==> src/rtl/ti_sbox_sequencer.sv <==
// Serializes one shared 4-bit TI S-box datapath over a full shared state.
// Nibbles are issued one per cycle in order. A valid-tag pipe follows each
// nibble through the external S-box, so each result is captured the moment
// it emerges. Shares are only ever routed and are never combined.
module ti_sbox_sequencer #(
  parameter int NIBBLES  = 16,
  parameter int SHARES   = 2,
  parameter int SBOX_LAT = 2
) (
  input  logic                          clk,
  input  logic                          rst,
  input  logic                          start,
  input  logic [4*SHARES*NIBBLES-1:0]   state_in,
  output logic                          busy,
  output logic                          done,
  output logic [4*SHARES*NIBBLES-1:0]   state_out,
  output logic                          sbox_en,
  output logic [4*SHARES-1:0]           sbox_din,
  input  logic [4*SHARES-1:0]           sbox_dout
);
  localparam int CNT_W = $clog2(NIBBLES + 1);
  localparam int IDX_W = (NIBBLES > 1) ? $clog2(NIBBLES) : 1;

  localparam logic [1:0] S_IDLE  = 2'd0;
  localparam logic [1:0] S_RUN   = 2'd1;
  localparam logic [1:0] S_DRAIN = 2'd2;
  localparam logic [1:0] S_DONE  = 2'd3;

  // share-major layout: share s of nibble k sits at ((s*NIBBLES+k)*4 +: 4)
  typedef logic [SHARES-1:0][NIBBLES-1:0][3:0] state_t;
  typedef logic [SHARES-1:0][3:0]              nib_t;

  logic [1:0]          fsm_q, fsm_d;
  logic [CNT_W-1:0]    tx_cnt_q, tx_cnt_d;
  logic [CNT_W-1:0]    rx_cnt_q, rx_cnt_d;
  state_t              lat_q, lat_d;
  state_t              res_q, res_d;
  state_t              out_q, out_d;
  logic [SBOX_LAT-1:0] vld_pipe_q, vld_pipe_d;

  logic [IDX_W-1:0] tx_idx, rx_idx;
  nib_t             dout_n, din_n;
  logic             capture, last_cap;

  assign tx_idx   = tx_cnt_q[IDX_W-1:0];
  assign rx_idx   = rx_cnt_q[IDX_W-1:0];
  assign dout_n   = sbox_dout;
  assign capture  = vld_pipe_q[SBOX_LAT-1];
  assign last_cap = capture && (rx_cnt_q == CNT_W'(NIBBLES - 1));

  // issue mux: the current nibble only while RUN, all-zero otherwise
  always_comb begin
    din_n = '0;
    if (fsm_q == S_RUN)
      for (int s = 0; s < SHARES; s++) din_n[s] = lat_q[s][tx_idx];
  end

  assign sbox_din  = din_n;
  assign busy      = (fsm_q == S_RUN) || (fsm_q == S_DRAIN);
  assign sbox_en   = busy;
  assign done      = (fsm_q == S_DONE);
  assign state_out = out_q;

  // next-state: FSM, counters, tag pipe, result capture
  always_comb begin
    fsm_d      = fsm_q;
    tx_cnt_d   = tx_cnt_q;
    rx_cnt_d   = rx_cnt_q;
    lat_d      = lat_q;
    res_d      = res_q;
    out_d      = out_q;
    vld_pipe_d = vld_pipe_q << 1;
    vld_pipe_d[0] = (fsm_q == S_RUN);

    // A tag that leaves the pipe marks sbox_dout as holding result[rx_cnt].
    if (capture) begin
      for (int s = 0; s < SHARES; s++) res_d[s][rx_idx] = dout_n[s];
      rx_cnt_d = rx_cnt_q + CNT_W'(1);
    end

    case (fsm_q)
      S_IDLE: begin
        if (start) begin
          lat_d    = state_t'(state_in);
          tx_cnt_d = '0;
          rx_cnt_d = '0;
          fsm_d    = S_RUN;
        end
      end
      S_RUN: begin
        tx_cnt_d = tx_cnt_q + CNT_W'(1);
        if (tx_cnt_q == CNT_W'(NIBBLES - 1)) fsm_d = S_DRAIN;
      end
      S_DRAIN: begin
        // Publish with the final nibble merged in, so state_out is
        // already valid during the cycle in which done is high.
        if (last_cap) begin
          out_d = res_d;
          fsm_d = S_DONE;
        end
      end
      default: fsm_d = S_IDLE;
    endcase
  end

  // state registers; reset abandons any layer in flight
  always_ff @(posedge clk) begin
    if (rst) begin
      fsm_q      <= S_IDLE;
      tx_cnt_q   <= '0;
      rx_cnt_q   <= '0;
      lat_q      <= '0;
      res_q      <= '0;
      out_q      <= '0;
      vld_pipe_q <= '0;
    end else begin
      fsm_q      <= fsm_d;
      tx_cnt_q   <= tx_cnt_d;
      rx_cnt_q   <= rx_cnt_d;
      lat_q      <= lat_d;
      res_q      <= res_d;
      out_q      <= out_d;
      vld_pipe_q <= vld_pipe_d;
    end
  end
endmodule

==> config.mk <==
export PLATFORM = sky130hd
export DESIGN_NAME = ti_sbox_sequencer
export DESIGN_NICKNAME = d
export VERILOG_FILES = /design/src/rtl/ti_sbox_sequencer.sv
export SDC_FILE = /design/constraint.sdc
export NUM_CORES = 1
export LEC_CHECK = 0
export ABC_AREA = 1
export CORE_MARGIN = 4
export CORE_UTILIZATION = 40
export DETAILED_ROUTE_END_ITERATION = 6
export PLACE_DENSITY_LB_ADDON = 0.1
export SETUP_SLACK_MARGIN = 0.15
export SLEW_MARGIN = 10
export SYNTH_ARGS = -nofsm -noshare
export SYNTH_HDL_FRONTEND = slang
export SYNTH_SLANG_ARGS = --single-unit
==> constraint.sdc <==
create_clock -name clk -period 3.5 [get_ports clk]
set_input_delay 0.875 -clock clk [delete_from_list [all_inputs] [get_ports clk]]
set_output_delay 0.875 -clock clk [all_outputs]
set_load 0.1 [all_outputs]
==> out/results.md, run 1 <==
| Quantity | Reported |
|---|---|
| Run status | finished, final reports clean |
| Setup repair after global routing missed its margin | false |
| Number of enable-type register cells in the synthesized netlist | 0 |
| Die width | 206 microns |
| Mean instance size in the synthesized netlist | 7.39 sq um |
| Fraction of layout cells with a size suffix above 1 | 10.4% |
| Wirelength per Cell | 15.8 microns |
| Overflow left after global routing | 0 |
| Seq pwr share | 41.3% |
| Global-route wire length before repair | 71000 microns |
| Core Area | 38700 sq um |
| Fmax achieved | 0.319 GHz |
| Post-synthesis register bit count | 398 |
| Area Growth Syn to Fin | 27.0% |
| Sw frac | 30.6% |
| Fraction of power consumed by the clock network | 37.3% |
| Total of hold buffers inserted after clock tree synthesis | 0 |
| Largest fanout on the critical path | 10 |
| Share of async-settable or async-resettable flops after synthesis | 0% |
| Overall routed net length | 45300 microns |
| Vertical extent of the die | 206 microns |
| H-tree Lvls | 2 |
| Clock Skew | 0.0148 ns |
| Most frequent standard cell in the layout excluding fill and tap cells | sky130_fd_sc_hd__nor2_1 |
| Final Setup Violations | 0 |
| Worst-Skew Late Latency | 0.56 ns |
| Reg clk slew, reported paths | 0.06 ns |
| Part of the cycle the worst path needs | 89.6% |
| Worst-case setup margin in the final layout | 0.365 ns |
| Normalized max-slew margin | 33.4% |
| Most frequent cells in the layout | sky130_fd_sc_hd__nor2_1, sky130_fd_sc_hd__dfxtp_1, sky130_fd_sc_hd__nand2_1 |
| IO Count | 278 |
| Number of port buffers | 277 |
| Clock buffer count from CTS | 43 |
| Final Non-Filler Cells | 2874 |
| Total Nets Final | 2471 |
| Number of global-route vias before repair | 13300 |
| Setup TNS after final layout | 0 ns |
| Seq/Total Area, Yosys | 50.7% |
| Summed area of non-filler cells in the final layout | 20000 sq um |
| Min cycle time layout | 3.14 ns |
| Filler cell count | 3878 |
| Total routing resource utilization after global routing | 20.8% |
| Main synth FF type | sky130_fd_sc_hd__dfxtp_1 |
| Detail Placement HPWL | 29800 microns |
| Distinct cell type count of the synthesized netlist | 24 |
| Class of the worst hold path | reg2reg |
| Post-Place Cell Area | 18500 sq um |
| Summed instance area of the synthesized netlist | 15700 sq um |
| Kind of start point of the critical path | register |
| Post-Place Cells | 2795 |
| Antenna violations before repair | 1 |
| Combinational cell fraction of total power | 21.4% |
| Final-report max-slew violation count | 0 |
| Total of max-cap violations | 0 |
| Reported leakage power | 8.82 nW |
| CTS tree | done |
| DRC violation count after routing | 0 |
| Psw | 3.78 mW |
| Final weighted congestion in routability-driven placement | 0.814 |
| Die footprint | 42500 sq um |
| Net count of the mapped netlist | 2277 |
| Number of setup buffers added after CTS | 0 |
| Standard-cell rows | 72 |
| Root Buffer | sky130_fd_sc_hd__clkbuf_16 |
| Largest vdd supply drop | 0.418 mV |
| Internal power | 8.56 mW |
| Required time at the endpoint of the critical path | 2.62 ns |
| Number of failing hold endpoints at the final stage | 0 |
| Worst slew pin tran | 1.00 ns |
| Maximum number of pins on one net before global-route repair | 228 |
| Pre-CTS setup slack | 0.768 ns |
| Vias per cell | 4.84 |
| Initial cell density of the core | 40.6% |
| DRC violation total after the first TritonRoute iteration | 950 |
| TritonRoute pass-1 iters | 5 |
| Worst Setup Path Type | reg2out |
| Post-route antenna net violation count | 0 |
| Number of vias after detailed routing | 13900 |
| Sinks on Clock Net | 398 |
| Total power per unit cell area | 618 nW/um^2 |
| Synthesized instance count | 2128 |
| Element type at the critical path end | primary output |
| Worst Path Arrival | 2.26 ns |
| Synth warnings | 0 |
| Buffers from clock root to sink, at most | 3 |
| Resized Gates After CTS | 0 |
-- per-layer routing --
metal | vias up | share of wire, % | routed length, microns | track usage, %
li1 | 7143 | - | - | -
met1 | 6357 | 45 | 20500 | 27.3
met2 | 325 | 47 | 21200 | 34.6
met3 | 80 | 5.3 | 2400 | 3.88
met4 | 2 | 2.7 | 1210 | 6.99
met5 | - | 0.029 | 13 | 0
-- Yosys cell counts, types with 6 or more instances --
| library cell | instances | area, sq um |
|---|---|---|
| sky130_fd_sc_hd__o211a_1 | 56 | 561 |
| sky130_fd_sc_hd__a21oi_1 | 193 | 966 |
| sky130_fd_sc_hd__o21ai_0 | 260 | 1300 |
| sky130_fd_sc_hd__clkbuf_1 | 108 | 405 |
| sky130_fd_sc_hd__nor3_1 | 7 | 35.0 |
| sky130_fd_sc_hd__nand3_1 | 80 | 400 |
| sky130_fd_sc_hd__nand2_1 | 340 | 1280 |
| sky130_fd_sc_hd__inv_1 | 214 | 803 |
| sky130_fd_sc_hd__buf_6 | 6 | 67.6 |
| sky130_fd_sc_hd__ha_1 | 10 | 125 |
| sky130_fd_sc_hd__buf_4 | 11 | 82.6 |
| sky130_fd_sc_hd__buf_2 | 19 | 95.1 |
| sky130_fd_sc_hd__nor2_1 | 406 | 1520 |
| sky130_fd_sc_hd__dfxtp_1 | 398 | 7970 |
-- registers in the layout, summed over array words and instances, names as in the netlist --
| register | flops |
|---|---|
| fsm_q | 2 |
| lat_q | 128 |
| res_q | 128 |
| rx_cnt_q | 5 |
| state_out | 128 |
| tx_cnt_q | 5 |
| vld_pipe_q | 2 |
-- through the flow --
stage / total power, mW / utilization [%] / hold WS (ns)
2_1_floorplan: 7.08 / - / 0.388
3_3_place_gp: 7.81 / 47.8 / 0.404
3_5_place_dp: 7.86 / 47.8 / 0.403
4_1_cts: 12.5 / 51.5 / 0.416
5_1_grt: 13.0 / 51.5 / 0.454
6_report: 12.3 / 51.5 / 0.408
-- worst max-delay path, cell delays in order (launching register included) --
cell and delay, ns:
sky130_fd_sc_hd__dfxtp_1 0.34, sky130_fd_sc_hd__inv_1 0.09, sky130_fd_sc_hd__ha_1 0.25, sky130_fd_sc_hd__clkinv_1 0.43
sky130_fd_sc_hd__a21oi_2 0.37, sky130_fd_sc_hd__buf_12 0.21
-- layout make-up --
type	instances	area, sq um	share of cell area (%)
clock buffer	71	1340	6.73
inverter	221	836	4.19
tap	518	648	3.25
timing repair buffer	298	2760	13.8
sequential	398	7970	39.9
antenna	1	2.50	0.0125
clock inverter	7	100	0.502
multi-input combinational	1360	6300	31.6
-- power groups by stage --
stage / Combinational (mW) / Clock (mW) / Sequential (mW)
after floorplan: 1.93 / 0 / 5.14
after global placement: 2.63 / 0 / 5.18
after detailed placement: 2.66 / 0 / 5.19
after CTS: 2.67 / 4.73 / 5.09
after global routing: 2.99 / 4.92 / 5.13
final: 2.65 / 4.60 / 5.09
-- cell families (layout without fill, tap and decap cells) --
kind of cell	after synthesis	count (layout)	synth area share [%]
buffers and inverters	370	597	9.54
other	0	1	0
xor gates and xnor gates	1	1	0.0557
adders and majority gates	10	10	0.796
and+or+nand+nor	838	838	20.8
DFF	398	398	50.7
AOI/OAI and AO/OA	511	511	18.1
-- worst paths after layout --
kind | startpoint | cells past startpoint | to | slack (ns)
setup / recovery | fsm_q[1] | 5 | sbox_din[7] | 0.36
hold / removal | vld_pipe_q[0] | 2 | vld_pipe_q[1] | 0.41
setup reg to reg | rx_cnt_q[1] | 8 | state_out[100] | 1.19
hold reg to reg | vld_pipe_q[0] | 2 | vld_pipe_q[1] | 0.41
No activity file was read; power rests on OpenSTA's default activity.
==> inputs of run 2 (changes only) <==
CORE_MARGIN = 8   (was 4)
==> out/results.md, run 2 (same netlist as run 1, synthesis figures left out) <==
| Quantity | Reported |
|---|---|
| Final-report max-slew violation count | 0 |
| Final Non-Filler Cells | 2875 |
| Overall routed net length | 46100 microns |
| Area Growth Syn to Fin | 27.2% |
| Number of global-route vias before repair | 13400 |
| Number of failing hold endpoints at the final stage | 0 |
| Master of the slowest instance on the critical path | sky130_fd_sc_hd__clkinv_1 |
| Element type at the critical path end | primary output |
| Worst Path Arrival | 2.30 ns |
| Setup TNS after final layout | 0 ns |
| Sinks on Clock Net | 398 |
| WP buf/inv | 3 |
| Normalized max-slew margin | 35.1% |
| Min cycle time layout | 3.17 ns |
| Worst path max stage delay | 0.45 ns |
| Core Area | 38700 sq um |
| Post-route antenna net violation count | 0 |
| Total of hold buffers inserted after clock tree synthesis | 0 |
| Total routing resource utilization after global routing | 19.4% |
| Vias per cell | 4.82 |
| Clock buffer count from CTS | 43 |
| CTS tree | done |
| Die footprint | 45900 sq um |
| Largest fanout on the critical path | 10 |
| Total of max-cap violations | 0 |
| IO Count | 278 |
| Run status | finished, final reports clean |
| Worst Setup Path Type | reg2out |
| Initial cell density of the core | 40.6% |
| Reported leakage power | 8.85 nW |
| Filler cell count | 3826 |
| Root Buffer | sky130_fd_sc_hd__clkbuf_16 |
| Clock Skew | 0.0259 ns |
| Resized Gates After CTS | 0 |
| Met2 Usage GRT | 32.9% |
| GR Util met1 | 24.4% |
| Post-Place Cells | 2799 |
| Standard-cell rows | 72 |
| Total Nets Final | 2475 |
| Worst slew pin tran | 0.973 ns |
| DRC violation count after routing | 0 |
| Total inserted antenna cells | 0 |
| Total power per unit cell area | 621 nW/um^2 |
| Critical path, cell by cell | inv_1 -> ha_1 -> clkinv_1 -> a21oi_2 -> buf_12 |
| Reg clk slew, reported paths | 0.06 ns |
| Vertical extent of the die | 214 microns |
| H-tree Lvls | 2 |
| Buffers from clock root to sink, at most | 3 |
| DRC violation total after the first TritonRoute iteration | 1021 |
| Worst-Skew Late Latency | 0.58 ns |
| Sequential cell area | 7970 sq um |
| Number of port buffers | 277 |
| Grt peak-use layer | met2 |
| Part of the cycle the worst path needs | 90.6% |
| Overflow left after global routing | 0 |
| Most frequent standard cell in the layout excluding fill and tap cells | sky130_fd_sc_hd__nor2_1 |
| TritonRoute pass-1 iters | 5 |
| Setup repair after global routing missed its margin | false |
| Number of setup buffers added after CTS | 0 |
| Most frequent cells in the layout | sky130_fd_sc_hd__nor2_1, sky130_fd_sc_hd__dfxtp_1, sky130_fd_sc_hd__nand2_1 |
| Global-route wire length before repair | 73000 microns |
| Largest vdd supply drop | 0.358 mV |
| Kind of start point of the critical path | register |
| Die width | 214 microns |
| Class of the worst hold path | reg2reg |
| Fraction of layout cells with a size suffix above 1 | 10.6% |
| Area of combinational cells with multiple inputs | 6300 sq um |
| Detail Placement HPWL | 31200 microns |
| Fmax achieved | 0.315 GHz |
| Wirelength per Cell | 16.0 microns |
| Number of vias after detailed routing | 13900 |
| Antenna violations before repair | 1 |
| Final Setup Violations | 0 |
| Global-route met3 utilization | 4.46% |
| Top Family by Delay on Critical Path | buffers and inverters |
| Required time at the endpoint of the critical path | 2.62 ns |
| Final weighted congestion in routability-driven placement | 0.797 |
| Maximum number of pins on one net before global-route repair | 197 |
## run 2: cell types whose count changed in the layout (fill, tap and decap cells not counted), sizes merged
cell	delta
clkbuf	-4
buf	+4
diode	-1
clkinv	+2
## run 2: area by class of cell
type | instances | area share (%)
Sequential cell | 398 | 39.9
Clock inverter | 9 | 0.663
Tap cell | 518 | 3.24
Multi-Input combinational cell | 1360 | 31.5
Inverter | 221 | 4.17
Clock buffer | 67 | 6.64
Timing Repair Buffer | 302 | 13.9
## run 2: stage by stage
stage	worst slack (ns)	cell area (sq um)	hold slack (ns)	total power, mW	utilization (%)
floorplan	0.551	15700	0.388	7.08	-
global placement	0.686	18500	0.411	7.86	47.9
detailed placement	0.693	18500	0.407	7.90	47.9
CTS	0.297	20000	0.404	12.6	51.6
global route	0.165	20000	0.435	13.1	51.6
finish	0.329	20000	0.398	12.4	51.6
## run 2: path summary, 6_finish.rpt
path,endpoint,depth (start not counted),from,slack [ns]
max reg2reg,state_out[23],8,rx_cnt_q[0],1.25
min reg2reg,vld_pipe_q[1],2,vld_pipe_q[0],0.40
max,sbox_din[4],5,fsm_q[1],0.33
min,vld_pipe_q[1],2,vld_pipe_q[0],0.40
## run 2: worst register-to-register path, stage by stage, from the launching register on
cell	delay, ns
sky130_fd_sc_hd__dfxtp_1	0.39
sky130_fd_sc_hd__ha_1	0.18
sky130_fd_sc_hd__nand2_2	0.10
sky130_fd_sc_hd__nor2_4	0.42
sky130_fd_sc_hd__nand3_4	0.15
sky130_fd_sc_hd__clkinv_2	0.15
sky130_fd_sc_hd__buf_12	0.39
sky130_fd_sc_hd__nand2_1	0.21
sky130_fd_sc_hd__o211a_1	0.14
## run 2: layer usage
layer  routed length, microns  part of all wire [%]  vias up
li1                         -                     -     7153
met1                    20900                    45     6370
met2                    21800                    47      272
met3                     2280                   4.9       68
met4                     1040                   2.2        2
met5                       10                 0.022        -
## run 2: power by group
part	leakage (nW)	total (mW)	switching (mW)	internal [mW]
Combinational	4.89	2.66	1.79	0.876
Sequential	3.23	5.11	0.165	4.95
Clock	0.721	4.64	1.87	2.76
==> inputs of run 3 (changes only) <==
PLACE_DENSITY = 0.7   (was unset)
PLACE_DENSITY_LB_ADDON = unset   (was 0.1)
==> out/results.md, run 3 (same netlist as run 1, synthesis figures left out) <==
| Quantity | Reported |
|---|---|
| Run status | finished, final reports clean |
| CTS tree | done |
| Part of the cycle the worst path needs | 92.5% |
| Fraction of layout cells with a size suffix above 1 | 10.6% |
| Standard-cell rows | 72 |
| Total power per unit cell area | 617 nW/um^2 |
| Resized Gates After CTS | 0 |
| Clock Skew | 0.0246 ns |
| Grt peak-use layer | met2 |
| Min cycle time layout | 3.24 ns |
| Setup TNS after final layout | 0 ns |
| Largest fanout on the critical path | 16 |
| Total of hold buffers inserted after clock tree synthesis | 0 |
| H-tree Lvls | 2 |
| Post-route antenna net violation count | 0 |
| Vias per cell | 4.92 |
| Reported leakage power | 8.83 nW |
| Setup repair after global routing missed its margin | false |
| Total inserted antenna cells | 0 |
| Hold Crit Depth | 2 |
| Met2 Usage GRT | 31.1% |
| Reg2reg path depth | 8 |
| Area Growth Syn to Fin | 27.0% |
| Flop-to-flop setup slack | 1.15 ns |
| Reg clk slew, reported paths | 0.05 ns |
| Initial cell density of the core | 40.6% |
| Fraction of power consumed by the clock network | 36.7% |
| Normalized max-slew margin | 27.3% |
| Final-report max-slew violation count | 0 |
| Overflow left after global routing | 0 |
| Most frequent cells in the layout | sky130_fd_sc_hd__nor2_1, sky130_fd_sc_hd__dfxtp_1, sky130_fd_sc_hd__nand2_1 |
| Total Nets Final | 2472 |
| Maximum number of pins on one net before global-route repair | 155 |
| Combinational cell fraction of total power | 21.7% |
| Worst slew pin tran | 1.09 ns |
| Worst Min Path Start | vld_pipe_q[0] |
| Final Setup Violations | 0 |
| Worst-Skew Late Latency | 0.56 ns |
| Clock buffer count from CTS | 43 |
| Element type at the critical path end | primary output |
| Largest vdd supply drop | 0.409 mV |
| Worst Path Arrival | 2.36 ns |
| Core Area | 38700 sq um |
| Wirelength per Cell | 15.7 microns |
| Sw frac | 30.8% |
| Total design power | 12.3 mW |
| Detail Placement HPWL | 30700 microns |
| Internal power | 8.52 mW |
| Worst hold margin | 0.430 ns |
| Die footprint | 45900 sq um |
| Die width | 214 microns |
| Seq pwr share | 41.6% |
| Fmax achieved | 0.309 GHz |
| Buffers from clock root to sink, at most | 3 |
| Total of max-cap violations | 0 |
| Sinks on Clock Net | 398 |
| Root Buffer | sky130_fd_sc_hd__clkbuf_16 |
| Number of port buffers | 277 |
| Class of the worst hold path | reg2reg |
| Number of global-route vias before repair | 13700 |
| DRC violation total after the first TritonRoute iteration | 1104 |
| Psw | 3.80 mW |
| Global-route wire length before repair | 72600 microns |
| DRC violation count after routing | 0 |
| Antenna violations before repair | 0 |
| Number of vias after detailed routing | 14100 |
| TritonRoute pass-1 iters | 5 |
| Global-route met3 utilization | 5.09% |
| GR Util met1 | 24.3% |
| Most frequent standard cell in the layout excluding fill and tap cells | sky130_fd_sc_hd__nor2_1 |
| Number of failing hold endpoints at the final stage | 0 |
| Worst-case hold path end point | vld_pipe_q[1] |
| Kind of start point of the critical path | register |
| RR Endpoint | state_out[45] |
| IO Count | 278 |
| Worst Setup Path Type | reg2out |
| Final weighted congestion in routability-driven placement | 0.873 |
| Total routing resource utilization after global routing | 19.0% |
| Overall routed net length | 45100 microns |
| Required time at the endpoint of the critical path | 2.62 ns |
| Number of setup buffers added after CTS | 0 |
| Vertical extent of the die | 214 microns |
| Launch instance of the worst register-to-register path | rx_cnt_q[0] |
-- run 3: cell count changes in the layout (fill, tap and decap cells not counted), sizes merged --
cell    change
clkinv      +5
clkbuf      -4
buf         -3
inv         -1
-- run 3: worst max-delay path by stage --
stage	startpoint	to	slack, ns
detailed placement	tx_cnt_q[0]	sbox_din[0]	0.79
CTS	tx_cnt_q[0]	sbox_din[0]	0.18
global route	tx_cnt_q[1]	sbox_din[5]	0.15
floorplan	tx_cnt_q[1]	sbox_din[1]	0.55
global placement	tx_cnt_q[0]	sbox_din[0]	0.81
finish	tx_cnt_q[1]	sbox_din[0]	0.26
-- run 3: layout make-up --
| class | instances | area, sq um |
|---|---|---|
| Clock buffer | 63 | 1290 |
| Fill cell | 3663 | 18800 |
| Clock inverter | 13 | 141 |
| Tap cell | 518 | 648 |
| Timing Repair Buffer | 299 | 2780 |
| Inverter | 221 | 833 |
| Sequential cell | 398 | 7970 |
| Multi-Input combinational cell | 1360 | 6300 |
-- run 3: critical path, stage by stage, from the launching register on --
cell                      delay, ns
sky130_fd_sc_hd__dfxtp_1       0.30
sky130_fd_sc_hd__inv_1         0.45
sky130_fd_sc_hd__buf_4         0.28
sky130_fd_sc_hd__nand3_1       0.09
sky130_fd_sc_hd__nand3_1       0.11
sky130_fd_sc_hd__nand3_1       0.13
sky130_fd_sc_hd__a21oi_2       0.23
sky130_fd_sc_hd__buf_12        0.21
-- run 3: power by group through the flow --
stage          clock network [mW]  logic [mW]  registers [mW]
2_1_floorplan                   0        1.93            5.14
3_3_place_gp                    0        2.58            5.21
3_5_place_dp                    0        2.64            5.23
4_1_cts                      4.64        2.66            5.13
5_1_grt                      4.82        2.99            5.16
6_report                     4.52        2.67            5.12
-- run 3: metrics by stage --
step	setup slack (ns)	std cells	util, %	area, sq um
floorplan	0.551	2128	-	15700
global placement	0.811	2795	47.8	18500
detailed placement	0.787	2795	47.8	18500
CTS	0.177	2871	51.5	20000
global route	0.152	2872	51.5	20000
finish	0.263	2872	51.5	20000
-- run 3: metal layers --
metal / routed length [microns] / vias to the layer above
li1: - / 7131
met1: 20100 / 6480
met2: 20600 / 438
met3: 3370 / 70
met4: 1010 / 0
met5: 0 / -
